**src/rtl/hs_fifo_param_if.sv**
```systemverilog
// Handshake bundle between a producer/consumer pair and hs_fifo_param.
// master: the side running the producer and consumer (drives tx_rdy, in_data, rx_done).
// slave:  the FIFO (drives tx_done, rx_rdy, out_data).
interface hs_fifo_param_if #(
  parameter int WIDTH = 8
);
  logic             tx_rdy;
  logic             tx_done;
  logic [WIDTH-1:0] in_data;
  logic             rx_rdy;
  logic             rx_done;
  logic [WIDTH-1:0] out_data;

  modport master (output tx_rdy, in_data, rx_done,
                  input  tx_done, rx_rdy, out_data);
  modport slave  (input  tx_rdy, in_data, rx_done,
                  output tx_done, rx_rdy, out_data);
endinterface

```
**src/rtl/hs_fifo_param.sv**
```systemverilog
// hs_fifo_param: WIDTH x DEPTH FIFO with 4-phase handshakes on both sides.
// The push and pop sides can complete on the same edge. The FIFO provides a
// registered level, level-derived flags and a synchronous flush.
// DEPTH may be any value >= 2. Pointers wrap explicitly at DEPTH-1.
// Optional: define HS_FIFO_PEAK_EN to add peak_level, a high-watermark of level.
module hs_fifo_param #(
  parameter int WIDTH     = 8,
  parameter int DEPTH     = 5,
  parameter int AF_THRESH = DEPTH - 1,
  parameter int AE_THRESH = 1
) (
  input  logic                         clk,
  input  logic                         rst_n,
  input  logic                         flush,
  hs_fifo_param_if.slave               bus,
  output logic                         empty,
  output logic                         full,
  output logic                         almost_full,
  output logic                         almost_empty,
  output logic [$clog2(DEPTH+1)-1:0]   level
`ifdef HS_FIFO_PEAK_EN
  ,
  output logic [$clog2(DEPTH+1)-1:0]   peak_level
`endif
);

  localparam int PW = (DEPTH > 1) ? $clog2(DEPTH) : 1;

  typedef enum logic       {TX_IDLE, TX_ACK}            tx_st_t;
  typedef enum logic [1:0] {RX_IDLE, RX_OFFER, RX_WAIT} rx_st_t;

  tx_st_t tx_st, tx_nxt;
  rx_st_t rx_st, rx_nxt;

  logic [DEPTH-1:0][WIDTH-1:0] mem;
  logic [PW-1:0]               front, back;
  logic                        push, pop, load;

  // Pointer advance with an explicit wrap, so a non-power-of-two DEPTH is handled correctly.
  function automatic logic [PW-1:0] ptr_inc(input logic [PW-1:0] p);
    return (int'(p) == DEPTH - 1) ? '0 : p + 1'b1;
  endfunction

  // Flags are decoded from the registered level only.
  assign empty        = (level == '0);
  assign full         = (int'(level) == DEPTH);
  assign almost_full  = (int'(level) >= AF_THRESH);
  assign almost_empty = (int'(level) <= AE_THRESH);

  // Producer side: accept one word per handshake, then wait for tx_rdy to drop.
  // A flush or a full FIFO blocks acceptance, so tx_rdy simply stays pending.
  always_comb begin
    tx_nxt = tx_st;
    push   = 1'b0;
    unique case (tx_st)
      TX_IDLE: if (bus.tx_rdy && !full && !flush) begin
        push   = 1'b1;
        tx_nxt = TX_ACK;
      end
      TX_ACK:  if (!bus.tx_rdy) tx_nxt = TX_IDLE;
      default: tx_nxt = TX_IDLE;
    endcase
  end

  // Consumer side: offer the head word, pop on rx_done, then wait for rx_done to drop.
  // A flush withdraws any offer. If rx_done is still high, the FSM parks in RX_WAIT
  // so the stale acknowledge is not taken as a pop.
  always_comb begin
    rx_nxt = rx_st;
    pop    = 1'b0;
    load   = 1'b0;
    if (flush) begin
      rx_nxt = bus.rx_done ? RX_WAIT : RX_IDLE;
    end else begin
      unique case (rx_st)
        RX_IDLE:  if (level != '0) begin
          load   = 1'b1;
          rx_nxt = RX_OFFER;
        end
        RX_OFFER: if (bus.rx_done) begin
          pop    = 1'b1;
          rx_nxt = RX_WAIT;
        end
        RX_WAIT:  if (!bus.rx_done) rx_nxt = RX_IDLE;
        default:  rx_nxt = RX_IDLE;
      endcase
    end
  end

  // Storage is deliberately left out of reset; only written on an accepted push.
  always_ff @(posedge clk) begin
    if (push) mem[back] <= bus.in_data;
  end

  // State, handshake outputs, pointers and occupancy. Flush has priority over push/pop.
  always_ff @(posedge clk or negedge rst_n) begin
    if (!rst_n) begin
      tx_st        <= TX_IDLE;
      rx_st        <= RX_IDLE;
      bus.tx_done  <= 1'b0;
      bus.rx_rdy   <= 1'b0;
      bus.out_data <= '0;
      front        <= '0;
      back         <= '0;
      level        <= '0;
    end else begin
      tx_st       <= tx_nxt;
      rx_st       <= rx_nxt;
      bus.tx_done <= (tx_nxt == TX_ACK);
      bus.rx_rdy  <= (rx_nxt == RX_OFFER);
      if (load) bus.out_data <= mem[front];
      if (flush) begin
        front <= '0;
        back  <= '0;
        level <= '0;
      end else begin
        if (push) back  <= ptr_inc(back);
        if (pop)  front <= ptr_inc(front);
        unique case ({push, pop})
          2'b10:   level <= level + 1'b1;
          2'b01:   level <= level - 1'b1;
          default: level <= level;
        endcase
      end
    end
  end

`ifdef HS_FIFO_PEAK_EN
  // High-watermark of level, one cycle behind; cleared by reset and flush.
  always_ff @(posedge clk or negedge rst_n) begin
    if (!rst_n)                  peak_level <= '0;
    else if (flush)              peak_level <= '0;
    else if (level > peak_level) peak_level <= level;
  end
`endif

endmodule

```
**src/flat_wrapper.sv**
```systemverilog
// flat-port wrapper written by rule: the top's interface ports become plain ports
module hs_fifo_param_flat 
#(
  parameter int WIDTH     = 8,
  parameter int DEPTH     = 5,
  parameter int AF_THRESH = DEPTH - 1,
  parameter int AE_THRESH = 1
)
  (clk, rst_n, flush, empty, full, almost_full, almost_empty, level, bus_tx_rdy, bus_in_data, bus_rx_done, bus_tx_done, bus_rx_rdy, bus_out_data);
  hs_fifo_param_if #(.WIDTH(WIDTH)) bus_i ();
  input  logic clk;
  input  logic rst_n;
  input  logic flush;
  output logic empty;
  output logic full;
  output logic almost_full;
  output logic almost_empty;
  output logic [$clog2(DEPTH+1)-1:0] level;
  input wire logic [$bits(bus_i.tx_rdy)-1:0] bus_tx_rdy;
  input wire logic [$bits(bus_i.in_data)-1:0] bus_in_data;
  input wire logic [$bits(bus_i.rx_done)-1:0] bus_rx_done;
  output wire logic [$bits(bus_i.tx_done)-1:0] bus_tx_done;
  output wire logic [$bits(bus_i.rx_rdy)-1:0] bus_rx_rdy;
  output wire logic [$bits(bus_i.out_data)-1:0] bus_out_data;
  assign bus_i.tx_rdy = bus_tx_rdy;
  assign bus_i.in_data = bus_in_data;
  assign bus_i.rx_done = bus_rx_done;
  assign bus_tx_done = bus_i.tx_done;
  assign bus_rx_rdy = bus_i.rx_rdy;
  assign bus_out_data = bus_i.out_data;
  hs_fifo_param #(.WIDTH(WIDTH), .DEPTH(DEPTH), .AF_THRESH(AF_THRESH), .AE_THRESH(AE_THRESH)) u_core (.clk(clk), .rst_n(rst_n), .flush(flush), .bus(bus_i), .empty(empty), .full(full), .almost_full(almost_full), .almost_empty(almost_empty), .level(level));
endmodule
```
**config.mk**
```make
export PLATFORM = sky130hd
export DESIGN_NAME = hs_fifo_param_flat
export DESIGN_NICKNAME = d
export VERILOG_FILES = /design/src/rtl/hs_fifo_param_if.sv /design/src/rtl/hs_fifo_param.sv /design/src/flat_wrapper.sv
export SDC_FILE = /design/constraint.sdc
export NUM_CORES = 1
export LEC_CHECK = 0
export CORE_ASPECT_RATIO = 0.8
export CORE_MARGIN = 3
export CORE_UTILIZATION = 25
export DETAILED_ROUTE_END_ITERATION = 8
export HOLD_SLACK_MARGIN = 0.08
export PLACE_DENSITY_LB_ADDON = 0.12
export SLEW_MARGIN = 30
export SYNTH_ARGS = -nofsm -noshare
export SYNTH_HDL_FRONTEND = slang
export SYNTH_SLANG_ARGS = --single-unit
export TNS_END_PERCENT = 50
```
**constraint.sdc**
```tcl
create_clock -name clk -period 2.5 [get_ports clk]
set_input_delay 0.375 -clock clk [delete_from_list [all_inputs] [get_ports clk]]
set_output_delay 0.375 -clock clk [all_outputs]
set_load 0.1 [all_outputs]
```
Word-level counts from Yosys, hierarchy flattened
Index checks and enable logic that the tools add are counted.

word-level totals
  register bits after elaboration = 61
  bits of input ports = 13
  output and inout port bits = 17
  word-level logic and storage cells = 70

cells by class
  add/subtract/negate cells = 4
  $lt $le $gt $ge = 5
  equality and inequality tests = 8
  multiplexer cells = 29
  bitwise gates (word level) = 1
  reduce and logical (&&, ||, !) cells = 11

operators by type and width
  kind                                                                    number
  40-bit bitwise mux                                                      1
  8-bit binary-select mux with 3-bit select                               1
  8-bit demux with 3-bit select                                           1
  3-bit two-way mux                                                       7
  8-bit two-way mux                                                       2
  2-bit two-way mux                                                       5
  3-bit by 1-bit adder with 3-bit output (second input constant)          3
  3-bit equality test (second input constant)                             3
  1-bit two-way mux                                                       9
  3-bit by 4-bit < comparator with 1-bit output (second input constant)   2
  2-bit by 1-bit equality test with 1-bit output (second input constant)  3
  2-bit case mux with 3 select lines                                      1
  3-bit case mux with 2 select lines                                      1
  3-bit nonzero test                                                      2
  2-bit equality test (second input constant)                             2
  2-bit nonzero test                                                      2
  3-bit by 1-bit >= comparator with 1-bit output (second input constant)  1
  3-bit >= comparator (second input constant)                             1
  3-bit by 1-bit <= comparator with 1-bit output (second input constant)  1
  1-bit logical AND                                                       3
  3-bit zero test                                                         1
  3-bit by 1-bit subtractor with 3-bit output (second input constant)     1
  1-bit zero test                                                         2
  2-bit zero test                                                         1
  2 further kinds                                                         2

Depth between registers and ports, before layout
  depth after elaboration = 9
  gate-level depth with buffers = 7
  mapped depth without buffers = 7

Worst setup path before layout
No wires, ideal clock.

  path type = register to register
  start point = reg u_core.level[1]
  end point = reg u_core.level[2]
  arrival = 2.925 ns
  required time = 2.365 ns
  slack = -0.560 ns
  stages on the path, launching flop included = 8
  buffers on the path = 0
  cells stage by stage = dfrtp_1 > inv_1 > ha_1 > nand2_2 > clkinv_1 > o211a_1 > nor3_1 > nor3b_2

between the ends
  word-level cells in the longest chain between the ends = 9
  elaborated cells between the ends (all ways) = 13
  classes of those cells = add/sub (2); eq/ne (3); mux (4); reduce/logical (4)

RTL lines
  element                                                                                RTL line              source
  from (decl)                                                                            hs_fifo_param.sv:20   output logic [$clog2(DEPTH+1)-1:0] level
  from (signal assigned)                                                                 hs_fifo_param.sv:120  2'b10: level <= level + 1'b1;
  from (signal assigned)                                                                 hs_fifo_param.sv:121  2'b01: level <= level - 1'b1;
  from (signal assigned)                                                                 hs_fifo_param.sv:122  default: level <= level;
  3-bit equality test *                                                                  hs_fifo_param.sv:46   assign full = (int'(level) == DEPTH);
  net full                                                                               flat_wrapper.sv:15    output logic full;
  1-bit zero test *                                                                      hs_fifo_param.sv:56   TX_IDLE: if (bus.tx_rdy && !full && !flush) begin
  1-bit logical AND * (2 in series)                                                      hs_fifo_param.sv:56
  1-bit two-way mux *                                                                    hs_fifo_param.sv:56
  1-bit two-way mux *                                                                    hs_fifo_param.sv:55   unique case (tx_st)
  2-bit by 1-bit equality test with 1-bit output or 2-bit equality test (tied branches)  hs_fifo_param.sv:119  unique case ({push, pop})
  3-bit case mux with 2 select lines                                                     hs_fifo_param.sv:119
  3-bit two-way mux                                                                      hs_fifo_param.sv:112  if (flush) begin

The timed path passes the listed nets; every way through them passes the cells marked *.
A chain may end at the register's enable or synchronous reset.

Final worst setup path
  start point = reg u_core.level[1]
  end point = reg u_core.mem[16] (netlist bit), enable pin

between the ends
  word-level cells in the longest chain between the ends = 6

RTL lines
  element                          RTL line             source
  3-bit equality test              hs_fifo_param.sv:46
  1-bit zero test                  hs_fifo_param.sv:56
  1-bit logical AND (2 in series)  hs_fifo_param.sv:56
  1-bit two-way mux                hs_fifo_param.sv:56
  1-bit two-way mux                hs_fifo_param.sv:55
  to (signal, indexed assignment)  hs_fifo_param.sv:92  if (push) mem[back] <= bus.in_data;
  to (decl)                        hs_fifo_param.sv:35  logic [DEPTH-1:0][WIDTH-1:0] mem;

Every way passes these cells.

==> out/results.ini <==
[logic_synthesis]
ys_top_cells_by_area=edfxtp_1 (46%), dfrtp_1 (20%), mux4_2 (5.2%), ha_1 (3.9%), a21oi_1 (3.5%)
synth_top_cell_by_area=edfxtp_1
synth_cell_types=40
ys_seq_elements=61
syn_avg_cell_area_um2=15.1
syn_area_um2=2600
synth_edf_count=40
synth_top_area_share_pct=46.2
synth_cells=172
synth_most_common_cell=edfxtp_1
syn-num-nets=193
synthTopCellsByCount=edfxtp_1 (40), dfrtp_1 (21), a21oi_1 (18)
synth_seq_area_share_pct=66.5
synth_flop_cell=edfxtp_1
yosys_warnings=0
async_flop_share_pct=34.4

[placed_design]
place_congestion=0.674
io_buffers=29
post-place-cells=341
dpl.hpwl_um=3940

[setup_path]
crit_buf_inv=2
cp.required_ns=2.53
worst-setup-path-type=register to register
critPathMaxStageDelay_ns=0.39
startpoint_type=register
cp.arrival_ns=2.00
critPathMaxFanout=8
cpLargestDelayFamily=simple AND/OR/NAND/NOR gates
end_kind=register
slowest_stage=dfrtp_2
crit_chain=inv_1 -> ha_1 -> a21oi_1 -> nand3_1 -> nor3_1 -> buf_4

[die]
die_area_um2=11700
core_um2=9890
std_cell_rows=32
boundaryPins=30
die_w_um=120
initial_core_util_pct=26.3
die_h_um=97.2

[pwr]
p_per_area_nw_per_um2=1060
peakVddDrop_uv=421
power_frac_clock_pct=37.2
p_switching_mw=1.34
leakagePower_nw=1.26
swShare_pct=36.8
p_seq_share_pct=34.1
intPower_mw=2.29
combPwrFrac_pct=28.7

[routing]
via_per_inst=4.34
vias=1549
postRouteAntennaNets=0
wl_um=5480
drt-initial-drc-count=85
drc=0
dr.pass1.iters=4
wl_per_cell_um=15.4

[sta]
setup_viol=0
slew_violations=0
tns_ns=0
finClkSkew_ns=0.00683
min_period_ns=1.96
worst_slew_pin_slew_ns=0.530
fmax_ghz=0.510
max_slew_margin_pct=64.7
rsz0062_at_grt=false
fin_crit_sh_pct=78.4
timing_hold_violations_final=0

[clocking]
cts_tree=yes
htree_levels=3
cts_hold_buf=0
cts.sinks=61
cts_setup_buffers=0
root_buffer=clkbuf_16
path_clk_slew_ns=0.06
ctsResizeCount=0
clockBufferDepth=2
clk_latency_ns=0.33
cts_inserted_buffers=9

[min_path]
hold_class=input port to asynchronous set/reset pin

[finish]
syn2layout_area_growth_pct=31.7
final_nets=237
finalNonFillerCells=357
n_antenna_cell=0
nFillCells=981
layout-drive-gt1-share_pct=28.1

[run]
drv_cap=0

[global_route]
antenna_found_initial=0
grt_use_total_pct=10.3
grt_pass1_vias=1582
grt_max_degree=22
grt_pass1_wl_um=9050
grt-ovfl-total=0

[status]
status=completed

-- power groups by stage --
stage	clock, mW	sequential [mW]	combinational (mW)
3_3_place_gp	0	1.26	1.05
2_1_floorplan	0	1.78	0.268
3_5_place_dp	0	1.26	1.05
6_report	1.35	1.24	1.04
4_1_cts	1.39	1.24	1.05
5_1_grt	1.44	1.25	1.09
-- state kept, by name, summed over array words and instances (netlist names) --
register,count
u_core.bus.tx_done,1
u_core.mem,40
u_core.rx_st,2
u_core.level,3
u_core.bus.out_data,8
u_core.bus.rx_rdy,1
u_core.front,3
u_core.back,3
-- metrics by stage --
step                      hold slack [ns]  utilization (%)  power, mW  setup slack [ns]  area [um^2]
after CTS                           0.407             34.6       3.68             0.490         3420
after detailed placement            0.523             31.3       2.31             0.328         3090
after global routing                0.438             34.6       3.78             0.337         3420
after floorplan                    0.0794                -       2.05           -0.0843         2620
after global placement              0.509             31.3       2.31             0.314         3090
final                               0.400             34.6       3.63             0.539         3420
-- final timing paths --
kind                                               startpoint                                  to  slack (ns)  depth (start not counted)
setup reg to reg                  u_core.level[1]$_DFFE_PN0P_            u_core.mem[16]$_DFFE_PP_        0.54                          6
min in group clk           u_core.bus.out_data[0]$_DFFE_PN0P_  u_core.bus.out_data[0]$_DFFE_PN0P_        0.53                          2
hold reg to reg            u_core.bus.out_data[0]$_DFFE_PN0P_  u_core.bus.out_data[0]$_DFFE_PN0P_        0.53                          2
max in group asynchronous                               rst_n         u_core.level[1]$_DFFE_PN0P_        1.85                          2
hold / removal                                          rst_n          u_core.back[0]$_DFFE_PN0P_        0.40                          2
setup / recovery                  u_core.level[1]$_DFFE_PN0P_            u_core.mem[16]$_DFFE_PP_        0.54                          6
-- layer usage --
layer / up-vias / part of all wire, % / GRT usage (%) / wire [um]
li1: 747 / - / - / -
met1: 754 / 56 / 16.3 / 3060
met4: 0 / 1.8 / 4.14 / 99
met3: 10 / 4.7 / 3.96 / 260
met2: 38 / 38 / 12.0 / 2070
met5: - / 0 / 0 / 0
-- layout by cell type, fill, tap and decap left out, types with 3 or more instances in the layout --
master,n
edfxtp_1,40
buf_4,24
dfrtp_1,20
a21oi_1,18
nor2_1,12
clkdlybuf4s50_1,12
clkbuf_16,9
a22oi_1,8
ha_1,8
inv_1,6
mux4_2,6
nand2_1,5
inv_6,4
nor3_1,3
o21ai_0,3
a211oi_1,3
-- worst reg2reg max path, cell delays in order, from the launching register on --
cell	delay [ns]
dfrtp_2	0.39
inv_1	0.10
ha_1	0.23
a21oi_1	0.28
nand3_1	0.24
nor3_1	0.22
buf_4	0.21
-- cells by family (layout without fill, tap and decap cells) --
family          Yosys count  count (layout)  share of synthesized area, %
xor+xnor                  3               3                          1.01
fa+ha+maj                 8               8                          3.85
compound gates           39              39                          9.44
flops                    61              61                          66.5
buf+inv                  13              62                          2.55
mux                       8               8                          7.23
simple gates             40              40                          9.44
-- cell type report --
type	instances	area [um^2]	area share, %
timing repair buffer	38	340	9.95
clock buffer	9	225	6.58
multi-input combinational	98	825	24.1
clock inverter	7	103	3.00
sequential	61	1730	50.5
inverter	8	31.3	0.914
tap	136	170	4.97
(Power assumes the default switching activity.)
